**config.mk**
```make
export PLATFORM = sky130hd
export DESIGN_NAME = fruit_generator
export DESIGN_NICKNAME = d
export VERILOG_FILES = /design/src/rtl/snake_pkg.sv /design/src/rtl/lfsr16.sv /design/src/rtl/fruit_generator.sv
export SDC_FILE = /design/constraint.sdc
export NUM_CORES = 1
export LEC_CHECK = 0
export CORE_UTILIZATION = 52
export DETAILED_ROUTE_END_ITERATION = 8
export PLACE_DENSITY = 0.82
export SLEW_MARGIN = 0
export SYNTH_ARGS = -nofsm -noshare
export SYNTH_HDL_FRONTEND = slang
export SYNTH_SLANG_ARGS = --single-unit
export TNS_END_PERCENT = 5
```
**constraint.sdc**
```tcl
create_clock -name clock_25 -period 3.9 [get_ports clock_25]
set_input_delay 0.585 -clock clock_25 [delete_from_list [all_inputs] [get_ports clock_25]]
set_output_delay 0.585 -clock clock_25 [all_outputs]
set_load 0.005 [all_outputs]
```
**src/rtl/snake_pkg.sv**
```systemverilog
// Shared playfield geometry, bus widths and fruit generator state encoding
// for the snake game blocks.
package snake_pkg;

  localparam int unsigned COORD_W          = 7;
  localparam int unsigned SNAKE_LENGTH_BIT = 6;
  localparam int unsigned GRID_W           = 80;
  localparam int unsigned GRID_H           = 60;
  localparam int unsigned PLAY_Y_MIN       = 4;

  typedef logic [COORD_W-1:0] coord_t;

  typedef enum logic [1:0] {
    GEN_IDLE,
    GEN_SAMPLE,
    GEN_SCAN,
    GEN_COMMIT
  } gen_state_e;

endpackage

```
**src/rtl/lfsr16.sv**
```systemverilog
// Free-running 16-bit Fibonacci LFSR (taps 16,14,13,11) used as the fruit
// candidate source; reseeded only by the full reset.
module lfsr16 #(
  parameter logic [15:0] SEED = 16'hACE1
) (
  input  logic        clock_25,
  input  logic        reset,
  output logic [15:0] state_o
);

  logic [15:0] lfsr_q;
  logic [15:0] lfsr_d;

  always_comb begin
    lfsr_d = {lfsr_q[14:0], lfsr_q[15] ^ lfsr_q[13] ^ lfsr_q[12] ^ lfsr_q[10]};
  end

  always_ff @(posedge clock_25) begin
    if (reset) begin
      lfsr_q <= SEED;
    end else begin
      lfsr_q <= lfsr_d;
    end
  end

  assign state_o = lfsr_q;

endmodule

```
**src/rtl/fruit_generator.sv**
```systemverilog
// Picks a new fruit cell after each fruit_eaten pulse: samples LFSR candidates
// and rejects those off-field, on the head, or on any body segment.
module fruit_generator #(
  parameter int unsigned SNAKE_LENGTH_BIT = snake_pkg::SNAKE_LENGTH_BIT,
  parameter int unsigned GRID_W           = snake_pkg::GRID_W,
  parameter int unsigned GRID_H           = snake_pkg::GRID_H,
  parameter int unsigned PLAY_Y_MIN       = snake_pkg::PLAY_Y_MIN,
  parameter int unsigned INIT_FRUIT_X     = 40,
  parameter int unsigned INIT_FRUIT_Y     = 30,
  parameter logic [15:0] LFSR_SEED        = 16'hACE1
) (
  input  logic                              clock_25,
  input  logic                              reset,
  input  logic                              sync_reset,
  input  logic                              fruit_eaten,
  input  logic [snake_pkg::COORD_W-1:0]     snake_head_x,
  input  logic [snake_pkg::COORD_W-1:0]     snake_head_y,
  input  logic [SNAKE_LENGTH_BIT-1:0]       snake_length,
  output logic [SNAKE_LENGTH_BIT-1:0]       body_index,
  input  logic [snake_pkg::COORD_W-1:0]     snake_body_x,
  input  logic [snake_pkg::COORD_W-1:0]     snake_body_y,
  output logic [snake_pkg::COORD_W-1:0]     fruit_x,
  output logic [snake_pkg::COORD_W-1:0]     fruit_y,
  output logic                              fruit_valid,
  output logic                              busy,
  output logic [3:0]                        retry_count
);

  import snake_pkg::*;

  localparam coord_t X_LIM   = coord_t'(GRID_W);
  localparam coord_t Y_LIM   = coord_t'(GRID_H);
  localparam coord_t Y_MIN   = coord_t'(PLAY_Y_MIN);
  localparam coord_t X_RESET = coord_t'(INIT_FRUIT_X);
  localparam coord_t Y_RESET = coord_t'(INIT_FRUIT_Y);

  gen_state_e state_q, state_d;

  logic [15:0]                 lfsr;
  coord_t                      samp_x, samp_y;
  logic                        samp_ok;
  logic [SNAKE_LENGTH_BIT-1:0] len_m1;
  logic                        issue;
  logic                        body_hit;
  logic                        scan_last;
  logic                        unused_lfsr_bits;

  coord_t                      cand_x_q, cand_x_d, cand_y_q, cand_y_d;
  coord_t                      fruit_x_q, fruit_x_d, fruit_y_q, fruit_y_d;
  logic [SNAKE_LENGTH_BIT-1:0] body_index_q, body_index_d;
  logic [3:0]                  retry_q, retry_d;
  logic                        cmp_valid_q, cmp_valid_d;
  logic                        issued_last_q, issued_last_d;

  lfsr16 #(
    .SEED     (LFSR_SEED)
  ) u_lfsr (
    .clock_25 (clock_25),
    .reset    (reset),
    .state_o  (lfsr)
  );

  assign samp_x           = lfsr[6:0];
  assign samp_y           = lfsr[14:8];
  assign unused_lfsr_bits = lfsr[15] ^ lfsr[7];

  assign samp_ok = (samp_x < X_LIM) && (samp_y >= Y_MIN) && (samp_y < Y_LIM) &&
                   !((samp_x == snake_head_x) && (samp_y == snake_head_y));

  // Reads are issued until index length-1 has gone out; the compare of each
  // read lands one cycle later, so the last compare is flagged by issued_last_q.
  assign len_m1    = snake_length - SNAKE_LENGTH_BIT'(1);
  assign issue     = (state_q == GEN_SCAN) && !issued_last_q;
  assign body_hit  = cmp_valid_q && (snake_body_x == cand_x_q) && (snake_body_y == cand_y_q);
  assign scan_last = cmp_valid_q && issued_last_q;

  always_ff @(posedge clock_25) begin
    if (reset || sync_reset) begin
      state_q <= GEN_IDLE;
    end else begin
      state_q <= state_d;
    end
  end

  always_comb begin
    state_d = state_q;
    unique case (state_q)
      GEN_IDLE: begin
        if (fruit_eaten) state_d = GEN_SAMPLE;
      end
      GEN_SAMPLE: begin
        if (samp_ok) state_d = (snake_length != '0) ? GEN_SCAN : GEN_COMMIT;
      end
      GEN_SCAN: begin
        if (body_hit) begin
          state_d = GEN_SAMPLE;
        end else if (scan_last) begin
          state_d = GEN_COMMIT;
        end
      end
      GEN_COMMIT: begin
        state_d = GEN_IDLE;
      end
      default: state_d = GEN_IDLE;
    endcase
  end

  always_comb begin
    busy        = (state_q != GEN_IDLE);
    fruit_valid = (state_q == GEN_IDLE);
    fruit_x     = fruit_x_q;
    fruit_y     = fruit_y_q;
    body_index  = body_index_q;
    retry_count = retry_q;
  end

  always_comb begin
    cand_x_d      = cand_x_q;
    cand_y_d      = cand_y_q;
    fruit_x_d     = fruit_x_q;
    fruit_y_d     = fruit_y_q;
    body_index_d  = body_index_q;
    retry_d       = retry_q;
    cmp_valid_d   = issue;
    issued_last_d = (state_q == GEN_SCAN) && (issued_last_q || (body_index_q == len_m1));

    unique case (state_q)
      GEN_IDLE: begin
        if (fruit_eaten) retry_d = '0;
      end
      GEN_SAMPLE: begin
        cand_x_d = samp_x;
        cand_y_d = samp_y;
        if (samp_ok) begin
          body_index_d = '0;
        end else if (retry_q != 4'hF) begin
          retry_d = retry_q + 4'd1;
        end
      end
      GEN_SCAN: begin
        if (body_hit && (retry_q != 4'hF)) retry_d = retry_q + 4'd1;
        if (issue && (body_index_q != len_m1)) body_index_d = body_index_q + SNAKE_LENGTH_BIT'(1);
      end
      GEN_COMMIT: begin
        fruit_x_d = cand_x_q;
        fruit_y_d = cand_y_q;
      end
      default: ;
    endcase
  end

  always_ff @(posedge clock_25) begin
    if (reset || sync_reset) begin
      cand_x_q      <= '0;
      cand_y_q      <= '0;
      fruit_x_q     <= X_RESET;
      fruit_y_q     <= Y_RESET;
      body_index_q  <= '0;
      retry_q       <= '0;
      cmp_valid_q   <= 1'b0;
      issued_last_q <= 1'b0;
    end else begin
      cand_x_q      <= cand_x_d;
      cand_y_q      <= cand_y_d;
      fruit_x_q     <= fruit_x_d;
      fruit_y_q     <= fruit_y_d;
      body_index_q  <= body_index_d;
      retry_q       <= retry_d;
      cmp_valid_q   <= cmp_valid_d;
      issued_last_q <= issued_last_d;
    end
  end

endmodule

```
== Word-level counts from Yosys, hierarchy flattened ==
Index checks and enable logic that the tools add are counted.

* Add/subtract/negate cells: 3
* Order comparisons: 3
* Eq/ne operators: 17
* Muxes and demuxes: 14
* Bitwise logic cells: 3
* Reductions and logical operators: 23

{| class="wikitable"
|+ Operators with widths
! kind !! count
|-
| $eq 7x7->1 || 4
|-
| $mux 4 || 4
|-
| $mux 6 || 2
|-
| $pmux 4 s3 || 1
|-
| $pmux 6 s2 || 1
|-
| $logic_and 1x1->1 || 11
|-
| $mux 2 || 4
|-
| $ne 2x2->1 const B || 4
|-
| $pmux 2 s4 || 1
|-
| $ge 7x3->1 const B || 1
|-
| $lt 7x6->1 const B || 1
|-
| $lt 7x7->1 const B || 1
|-
| $add 6x1->6 const B || 1
|-
| $eq 6x6->1 || 1
|-
| $ne 6x6->1 || 1
|-
| $reduce_and 3->1 || 2
|-
| $reduce_bool 6->1 || 1
|-
| $sub 6x1->6 const B || 1
|-
| $reduce_and 5->1 || 1
|-
| $add 4x1->4 const B || 1
|-
| $eq 2x2->1 const B || 2
|-
| $ne 2x1->1 const B || 2
|-
| $ne 4x4->1 const B || 1
|-
| $reduce_bool 2->1 || 2
|-
| 8 further kinds || 12
|}

* Register bits after elaboration: 58
* Bits of input ports: 38
* Output and inout port bits: 26
* Logic and storage cells: 73

== Logic depth before layout (Yosys ltp) ==
Gate-level depths: netlist of run 1.

* Depth in word-level cells: 6
* Gate-level depth with buffers: 9
* Depth with buffers taken out: 8

== Hierarchy ==
A second synthesis of run 1 with hierarchy kept.

* Cell total of the unflattened synthesis: 314
* Area total of the unflattened synthesis: 2911.5 µm²

{| class="wikitable"
|+ Modules (own cells, without submodules)
! module !! times used !! cells an instance !! area each (µm²) !! sequential area each (µm²)
|-
| fruit_generator || 1 || 263 || 2344.7 || 840.8
|-
| lfsr16 || 1 || 51 || 566.8 || 320.3
|}

== Worst setup path before layout of run 1 ==
No wires, ideal clock.

* Kind: input to register
* Start: input port snake_length[0]
* End: register body_index_q[5], in the netlist body_index[5]
* Setup time: 95 ps
* Arrival time: 2126 ps
* Required time: 3805 ps
* Path slack: 1678 ps
* Cell stages on the path: 8
* Path buffers: 0
* Path through: inv_1 -> ha_1 -> nand2b_1 -> a21o_1 -> a31o_1 -> a31o_1 -> or3_1 -> o311ai_1

* Word-level cells in the longest chain between the ends: 5

{| class="wikitable"
|+ Ends and longest elaborated chain
! item !! line !! source
|-
| from (decl) || fruit_generator.sv:18 || <nowiki>input logic [SNAKE_LENGTH_BIT-1:0] snake_length,</nowiki>
|-
| $sub 6x1->6 || fruit_generator.sv:72 || <nowiki>assign len_m1 = snake_length - SNAKE_LENGTH_BIT'(1);</nowiki>
|-
| $ne 6x6->1 || fruit_generator.sv:142 || <nowiki>if (issue && (body_index_q != len_m1)) body_index_d = body_index_q + SNAKE_LENGTH_BIT'(1);</nowiki>
|-
| $logic_and 1x1->1 || fruit_generator.sv:142 ||
|-
| $ne 2x1->1 (no line) || -- ||
|-
| $reduce_and 3->1 (no line) || -- ||
|-
| to (signal assigned) || fruit_generator.sv:167 || <nowiki>body_index_q <= body_index_d;</nowiki>
|-
| to (decl) || fruit_generator.sv:50 || <nowiki>logic [SNAKE_LENGTH_BIT-1:0] body_index_q, body_index_d;</nowiki>
|}

Every way passes these cells.
A chain may end at the register's enable or synchronous reset.

== Worst setup path after layout of run 1 ==
Same ends and word-level chain as after synthesis.

==> run summary, run 1 <==
Status
- outcome: complete, no violations

Clocking
- later-pin clock latency in the skew report: 0.33 ns
- clock tree from TritonCTS: done
- clock slew at reported path FFs: 0.06 ns
- clk sinks: 58
- largest buffer count on any clock path: 2
- Resized cells post-CTS: 0
- setup fix buffers added after clock tree synthesis: 0
- CTS Hold Buffers Added: 0
- number of buffers added by the clock tree synthesis step: 9
- H-Tree Depth: 3
- root buffer cell: sky130_fd_sc_hd__clkbuf_8

Synth
- fraction of registers with async set/reset: 0
- sequential share of the synthesized area: 0.416
- number of synthesized register bits: 58
- Yosys Warn Count: 0
- total standard cell area after synthesis: 2790 µm²
- most used flip-flop cell after synthesis: sky130_fd_sc_hd__dfxtp_1
- synthesized net count: 337
- Cell variety after synth: 50
- number of standard cells after synthesis: 291
- Avg Synthesized Cell Area: 9.60 µm²
- count of flip-flops with a built-in enable after synthesis: 0

Critical path
- critical-path cell with the highest stage delay: sky130_fd_sc_hd__clkdlybuf4s50_1
- most frequent cell on the critical path: sky130_fd_sc_hd__a31o_1
- nature of the critical path endpoint: register
- Critical Path Max Stage Delay: 0.53 ns
- type of the worst setup path: input pin to register
- number of cells on the critical path: 9
- CP Buf/Inv Count: 2
- family with the most delay on the worst path: compound AO/OA/AOI/OAI gates
- highest fanout seen on the critical path: 12
- number of cells traversed by the worst register-to-register path: 7
- critical-path cell list: clkdlybuf4s50_1, inv_1, ha_1, nand2b_1, a21o_1, a31o_1, a31o_1, or3_1, o311ai_1
- Setup crit start kind: input pin
- CP Data Arrival Time: 2.96 ns
- Crit path required time: 4.14 ns

Global route
- initial antenna violation count: 0
- wire length of the first global-routing pass: 10.0 mm
- number of global-route vias before repair: 2233
- maximum number of pins on one net before global-route repair: 27
- total routing usage reported by global routing: 0.243
- Congestion Overflow GR: 0

Timing
- Clock Skews: 0.00666 ns
- post-layout min period: 2.71 ns
- Peak Freq: 369 MHz
- final number of max-transition violations: 0
- pin slew with the least headroom to its limit: 0.864 ns
- Max-slew headroom: 0.424
- setup violation total in the final timing report: 0
- count of final hold-check violations: 0
- final setup TNS: 0 ns
- part of the cycle the worst path needs: 0.695
- RSZ-0062 raised after global routing: false

Drt
- vias per cell: 5.32
- Pre-Repair DR Iteration Count: 4
- total number of vias: 2293
- violation count after the first detailed-routing iteration: 147
- post-detailed-route count of antenna-violating nets: 0
- wirelength, routed: 6.52 mm
- total DRC errors in the routed layout: 0
- routed length per instance: 15.1 µm

Finish
- Final #Nets: 403
- fraction of the core area covered by cells at the end of the flow: 0.717
- leading cell type in the layout, fill and taps excluded: sky130_fd_sc_hd__clkdlybuf4s50_1
- storage element area: 1160 µm²
- ant diodes: 0
- highest-count cells in the layout ignoring fill and taps: sky130_fd_sc_hd__clkdlybuf4s50_1, sky130_fd_sc_hd__dfxtp_1, sky130_fd_sc_hd__nor2_1
- Fill cells: 392
- area used by multi-input combinational logic: 1560 µm²
- proportion of layout cells with a drive suffix above 1: 0.0886
- synthesis-to-finish area growth: 31.9%

Place
- routability-driven placement congestion ratio: 0.815
- number of buffers added on ports: 63
- half-perimeter wire length after detailed placement: 4.69 mm

Pwr
- IR drop worst, VDD: 0.000252 V
- static leakage: 1.30 nW
- pwr/cell area: 376 nW/µm²

Flow run
- # Max-Cap Violations: 0

Floorplanning
- Die Y-Extent: 75.3 µm
- core area: 5140 µm²
- full die area: 5670 µm²
- I/O pin count: 64
- effective utilization at floorplan: 0.543
- row count: 26
- width of the chip: 75.3 µm

Hold path
- path type of the worst min-delay path: register to register
- Hold Path Stages: 1

layout make-up:
type,instances,share of cell area
Clock inverter,2,0.00951
Multi-Input combinational cell,216,0.423
Sequential cell,58,0.315
Inverter,7,0.00713
Clock buffer,13,0.0458
Tap cell,70,0.0238
Timing Repair Buffer,65,0.175
registers in the layout, summed over array words and instances, names as in the netlist:
name            count
cmp_valid_q         1
state_q             2
cand_y_q            7
body_index          6
cand_x_q            7
fruit_x             7
fruit_y             7
u_lfsr.state_o     16
issued_last_q       1
retry_count         4
layer usage:
metal / up-vias / part of all wire / global-route usage
met4: 0 / 0.017 / 0.107
li1: 1148 / - / -
met3: 8 / 0.048 / 0.0535
met5: - / 0 / 0
met2: 79 / 0.47 / 0.387
met1: 1058 / 0.47 / 0.317
per-stage QoR:
| step | cell area, µm² | instances | setup WS (ns) | hold WS [ns] | power [mW] |
|---|---|---|---|---|---|
| after global placement | 3480 | 416 | 0.951 | 0.417 | 0.822 |
| after floorplan | 2790 | 291 | 1.68 | 0.406 | 0.745 |
| after CTS | 3680 | 431 | 1.20 | 0.453 | 1.39 |
| after detailed placement | 3480 | 416 | 0.843 | 0.432 | 0.828 |
| final | 3680 | 431 | 1.19 | 0.452 | 1.38 |
| after global routing | 3680 | 431 | 1.05 | 0.465 | 1.43 |
worst reg2reg max path, cell delays in order (launching register included):
cell and delay [ns]:
sky130_fd_sc_hd__dfxtp_1 0.40, sky130_fd_sc_hd__inv_1 0.12, sky130_fd_sc_hd__ha_1 0.39, sky130_fd_sc_hd__buf_4 0.29, sky130_fd_sc_hd__o2111ai_1 0.21, sky130_fd_sc_hd__nand4b_1 0.27
sky130_fd_sc_hd__nand2b_1 0.31, sky130_fd_sc_hd__o32ai_1 0.23
cell families (layout without fill, tap and decap cells):
logic type,count (synthesis),in the layout,share of synthesized area
simple gates,104,104,0.195
fa+ha+maj,8,8,0.0358
flops,58,58,0.416
mux,28,28,0.100
compound gates,38,38,0.108
buf+inv,17,87,0.0255
xor+xnor,38,38,0.119
cells in the mapped netlist (all sizes together) (7+ instances only):
| master | instances | area share |
|---|---|---|
| dfxtp | 58 | 0.42 |
| nor2 | 31 | 0.042 |
| mux2i | 28 | 0.10 |
| xnor2 | 22 | 0.069 |
| nand2 | 17 | 0.023 |
| xor2 | 16 | 0.050 |
| or2 | 11 | 0.025 |
| nor2b | 10 | 0.022 |
| clkbuf | 8 | 0.011 |
| ha | 8 | 0.036 |
| inv | 7 | 0.0094 |
| o21ai | 7 | 0.013 |
worst paths after layout:
| path | from | end | slack (ns) |
|---|---|---|---|
| min reg2reg | u_lfsr.state_o[7] | u_lfsr.state_o[8] | 0.45 |
| max | snake_length[0] | body_index[5] | 1.19 |
| min | u_lfsr.state_o[7] | u_lfsr.state_o[8] | 0.45 |
| max reg2reg | state_q[1] | retry_count[3] | 1.61 |
power by group:
group / internal (mW) / total [mW] / leakage, nW / switching [mW]
logic: 0.102 / 0.180 / 0.726 / 0.0782
registers: 0.612 / 0.637 / 0.473 / 0.0251
clock network: 0.343 / 0.566 / 0.106 / 0.223
total: 1.06 / 1.38 / 1.30 / 0.327
(Power assumes the default switching activity.)
==> inputs of run 2 (changes only) <==
--- a/config.mk
+++ b/config.mk
@@ -5,9 +5,9 @@
 export SDC_FILE = /design/constraint.sdc
 export NUM_CORES = 1
 export LEC_CHECK = 0
-export CORE_UTILIZATION = 52
+export CORE_UTILIZATION = 50
 export DETAILED_ROUTE_END_ITERATION = 8
-export PLACE_DENSITY = 0.82
+export PLACE_DENSITY = 0.8
 export SLEW_MARGIN = 0
 export SYNTH_ARGS = -nofsm -noshare
 export SYNTH_HDL_FRONTEND = slang
==> constraint.sdc (replaced) <==
create_clock -name clock_25 -period 2.55 [get_ports clock_25]
set_input_delay 0.3825 -clock clock_25 [delete_from_list [all_inputs] [get_ports clock_25]]
set_output_delay 0.3825 -clock clock_25 [all_outputs]
set_load 0.005 [all_outputs]
==> run summary, run 2 (same netlist as run 1, synthesis figures left out) <==
Drt
- total number of vias: 2343
- wirelength, routed: 6.33 mm
- violation count after the first detailed-routing iteration: 120
- routed length per instance: 14.4 µm
- total DRC errors in the routed layout: 0
- Pre-Repair DR Iteration Count: 4
- post-detailed-route count of antenna-violating nets: 0
- vias per cell: 5.31

Finish
- synthesis-to-finish area growth: 33.8%
- final cell area excluding filler cells: 3740 µm²
- number of flip-flops under the largest register name: 16
- proportion of layout cells with a drive suffix above 1: 0.119
- fraction of the core area covered by cells at the end of the flow: 0.713
- highest-count cells in the layout ignoring fill and taps: sky130_fd_sc_hd__clkdlybuf4s50_1, sky130_fd_sc_hd__dfxtp_1, sky130_fd_sc_hd__nor2_1
- leading cell type in the layout, fill and taps excluded: sky130_fd_sc_hd__clkdlybuf4s50_1
- Final #Nets: 412
- ant diodes: 0
- Fill cells: 397

Timing
- post-layout min period: 2.38 ns
- count of final hold-check violations: 0
- setup violation total in the final timing report: 0
- pin slew with the least headroom to its limit: 0.394 ns
- Max-slew headroom: 0.735
- Clock Skews: 0.00679 ns
- final number of max-transition violations: 0
- RSZ-0062 raised after global routing: false
- Peak Freq: 420 MHz
- final setup TNS: 0 ns
- part of the cycle the worst path needs: 0.933

Clocking
- root buffer cell: sky130_fd_sc_hd__clkbuf_8
- clk sinks: 58
- clock tree from TritonCTS: done
- H-Tree Depth: 3
- number of buffers added by the clock tree synthesis step: 9
- setup fix buffers added after clock tree synthesis: 0
- later-pin clock latency in the skew report: 0.33 ns
- largest buffer count on any clock path: 2
- clock slew at reported path FFs: 0.07 ns

Pwr
- static leakage: 1.33 nW
- pwr/cell area: 536 nW/µm²
- IR drop worst, VDD: 0.000420 V

Critical path
- Setup crit start kind: input pin
- nature of the critical path endpoint: register
- type of the worst setup path: input pin to register
- critical-path cell list: clkdlybuf4s50_1, inv_1, ha_1, nand2b_1, a21o_1, a31o_1, a31o_1, buf_4, or2_0, o311ai_2
- most frequent cell on the critical path: sky130_fd_sc_hd__a31o_1
- critical-path cell with the highest stage delay: sky130_fd_sc_hd__clkdlybuf4s50_1
- highest fanout seen on the critical path: 6
- Critical Path Max Stage Delay: 0.48 ns
- Crit path required time: 2.79 ns
- CP Data Arrival Time: 2.61 ns

Global route
- Congestion Overflow GR: 0
- total routing usage reported by global routing: 0.235
- initial antenna violation count: 0
- maximum number of pins on one net before global-route repair: 23
- wire length of the first global-routing pass: 10.9 mm
- number of global-route vias before repair: 2295

Status
- outcome: complete, no violations

Floorplanning
- effective utilization at floorplan: 0.533
- Die Y-Extent: 76.7 µm
- full die area: 5890 µm²
- width of the chip: 76.7 µm
- row count: 26
- core area: 5240 µm²
- I/O pin count: 64

Hold path
- path type of the worst min-delay path: register to register

Place
- half-perimeter wire length after detailed placement: 4.61 mm
- number of buffers added on ports: 63
- placed cell areas: 3550 µm²
- routability-driven placement congestion ratio: 0.859

Flow run
- # Max-Cap Violations: 0

-- run 2: cell count changes in the layout (fill, tap and decap cells not counted) --
| cell | delta |
|---|---|
| sky130_fd_sc_hd__clkinv_4 | +2 |
| sky130_fd_sc_hd__clkbuf_1 | -1 |
| sky130_fd_sc_hd__buf_4 | +9 |
| sky130_fd_sc_hd__clkinv_2 | +1 |
| sky130_fd_sc_hd__bufinv_16 | -1 |
| sky130_fd_sc_hd__clkbuf_8 | -2 |
| sky130_fd_sc_hd__o311ai_1 | -1 |
| sky130_fd_sc_hd__clkinvlp_4 | +2 |
| sky130_fd_sc_hd__o311ai_2 | +1 |
-- run 2: worst paths after layout --
path,slack (ns),to,startpoint,cells past startpoint
worst max register to register,0.47,retry_count[3],cand_x_q[4],6
worst max-delay path,0.17,body_index[2],snake_length[0],10
worst min-delay path,0.44,u_lfsr.state_o[8],u_lfsr.state_o[7],1
worst min register to register,0.44,u_lfsr.state_o[8],u_lfsr.state_o[7],1
-- run 2: layout make-up --
cell class / count / area [µm²] / share of cell area
Clock buffer: 10 / 138 / 0.0368
Tap cell: 70 / 87.6 / 0.0234
Sequential cell: 58 / 1160 / 0.311
Clock inverter: 6 / 42.5 / 0.0114
Multi-Input combinational cell: 216 / 1570 / 0.420
Inverter: 7 / 26.3 / 0.00703
Timing Repair Buffer: 74 / 713 / 0.191
-- run 2: layer usage --
metal  vias up  routed length [µm]  track usage
li1       1171                   -            -
met1      1101                3130        0.322
met2        61                2790        0.354
met3        10                 341       0.0607
met4         0                  75       0.0846
met5         -                   0            0
-- run 2: repair_timing --
item,in CTS,in global routing
setup endpoints to repair,0,1
resized for setup,0,1
endpoints found under the hold margin,0,0
hold buffers,0,0
-- run 2: metrics by stage --
stage                     power, mW  hold slack [ns]  instances  setup slack (ns)
after global routing           2.09            0.450        441            0.0231
after detailed placement       1.27            0.423        425            -0.117
after CTS                      2.02            0.439        441             0.215
after floorplan                1.14            0.406        291             0.531
after global placement         1.26            0.417        425           -0.0485
final                          2.00            0.438        441             0.171
-- run 2: worst max-delay path, delay by kind of cell --
kind | cells | cell delay, ns
simple gates | 2 | 0.39
fa+ha+maj | 1 | 0.22
buf+inv | 3 | 0.69
compound gates | 4 | 0.92
-- run 2: report_power, final --
part	leakage [nW]	internal, mW	switching (mW)	total (mW)
clock network	0.0882	0.378	0.372	0.749
logic	0.772	0.161	0.119	0.280
registers	0.473	0.936	0.0368	0.972
total	1.33	1.47	0.527	2.00
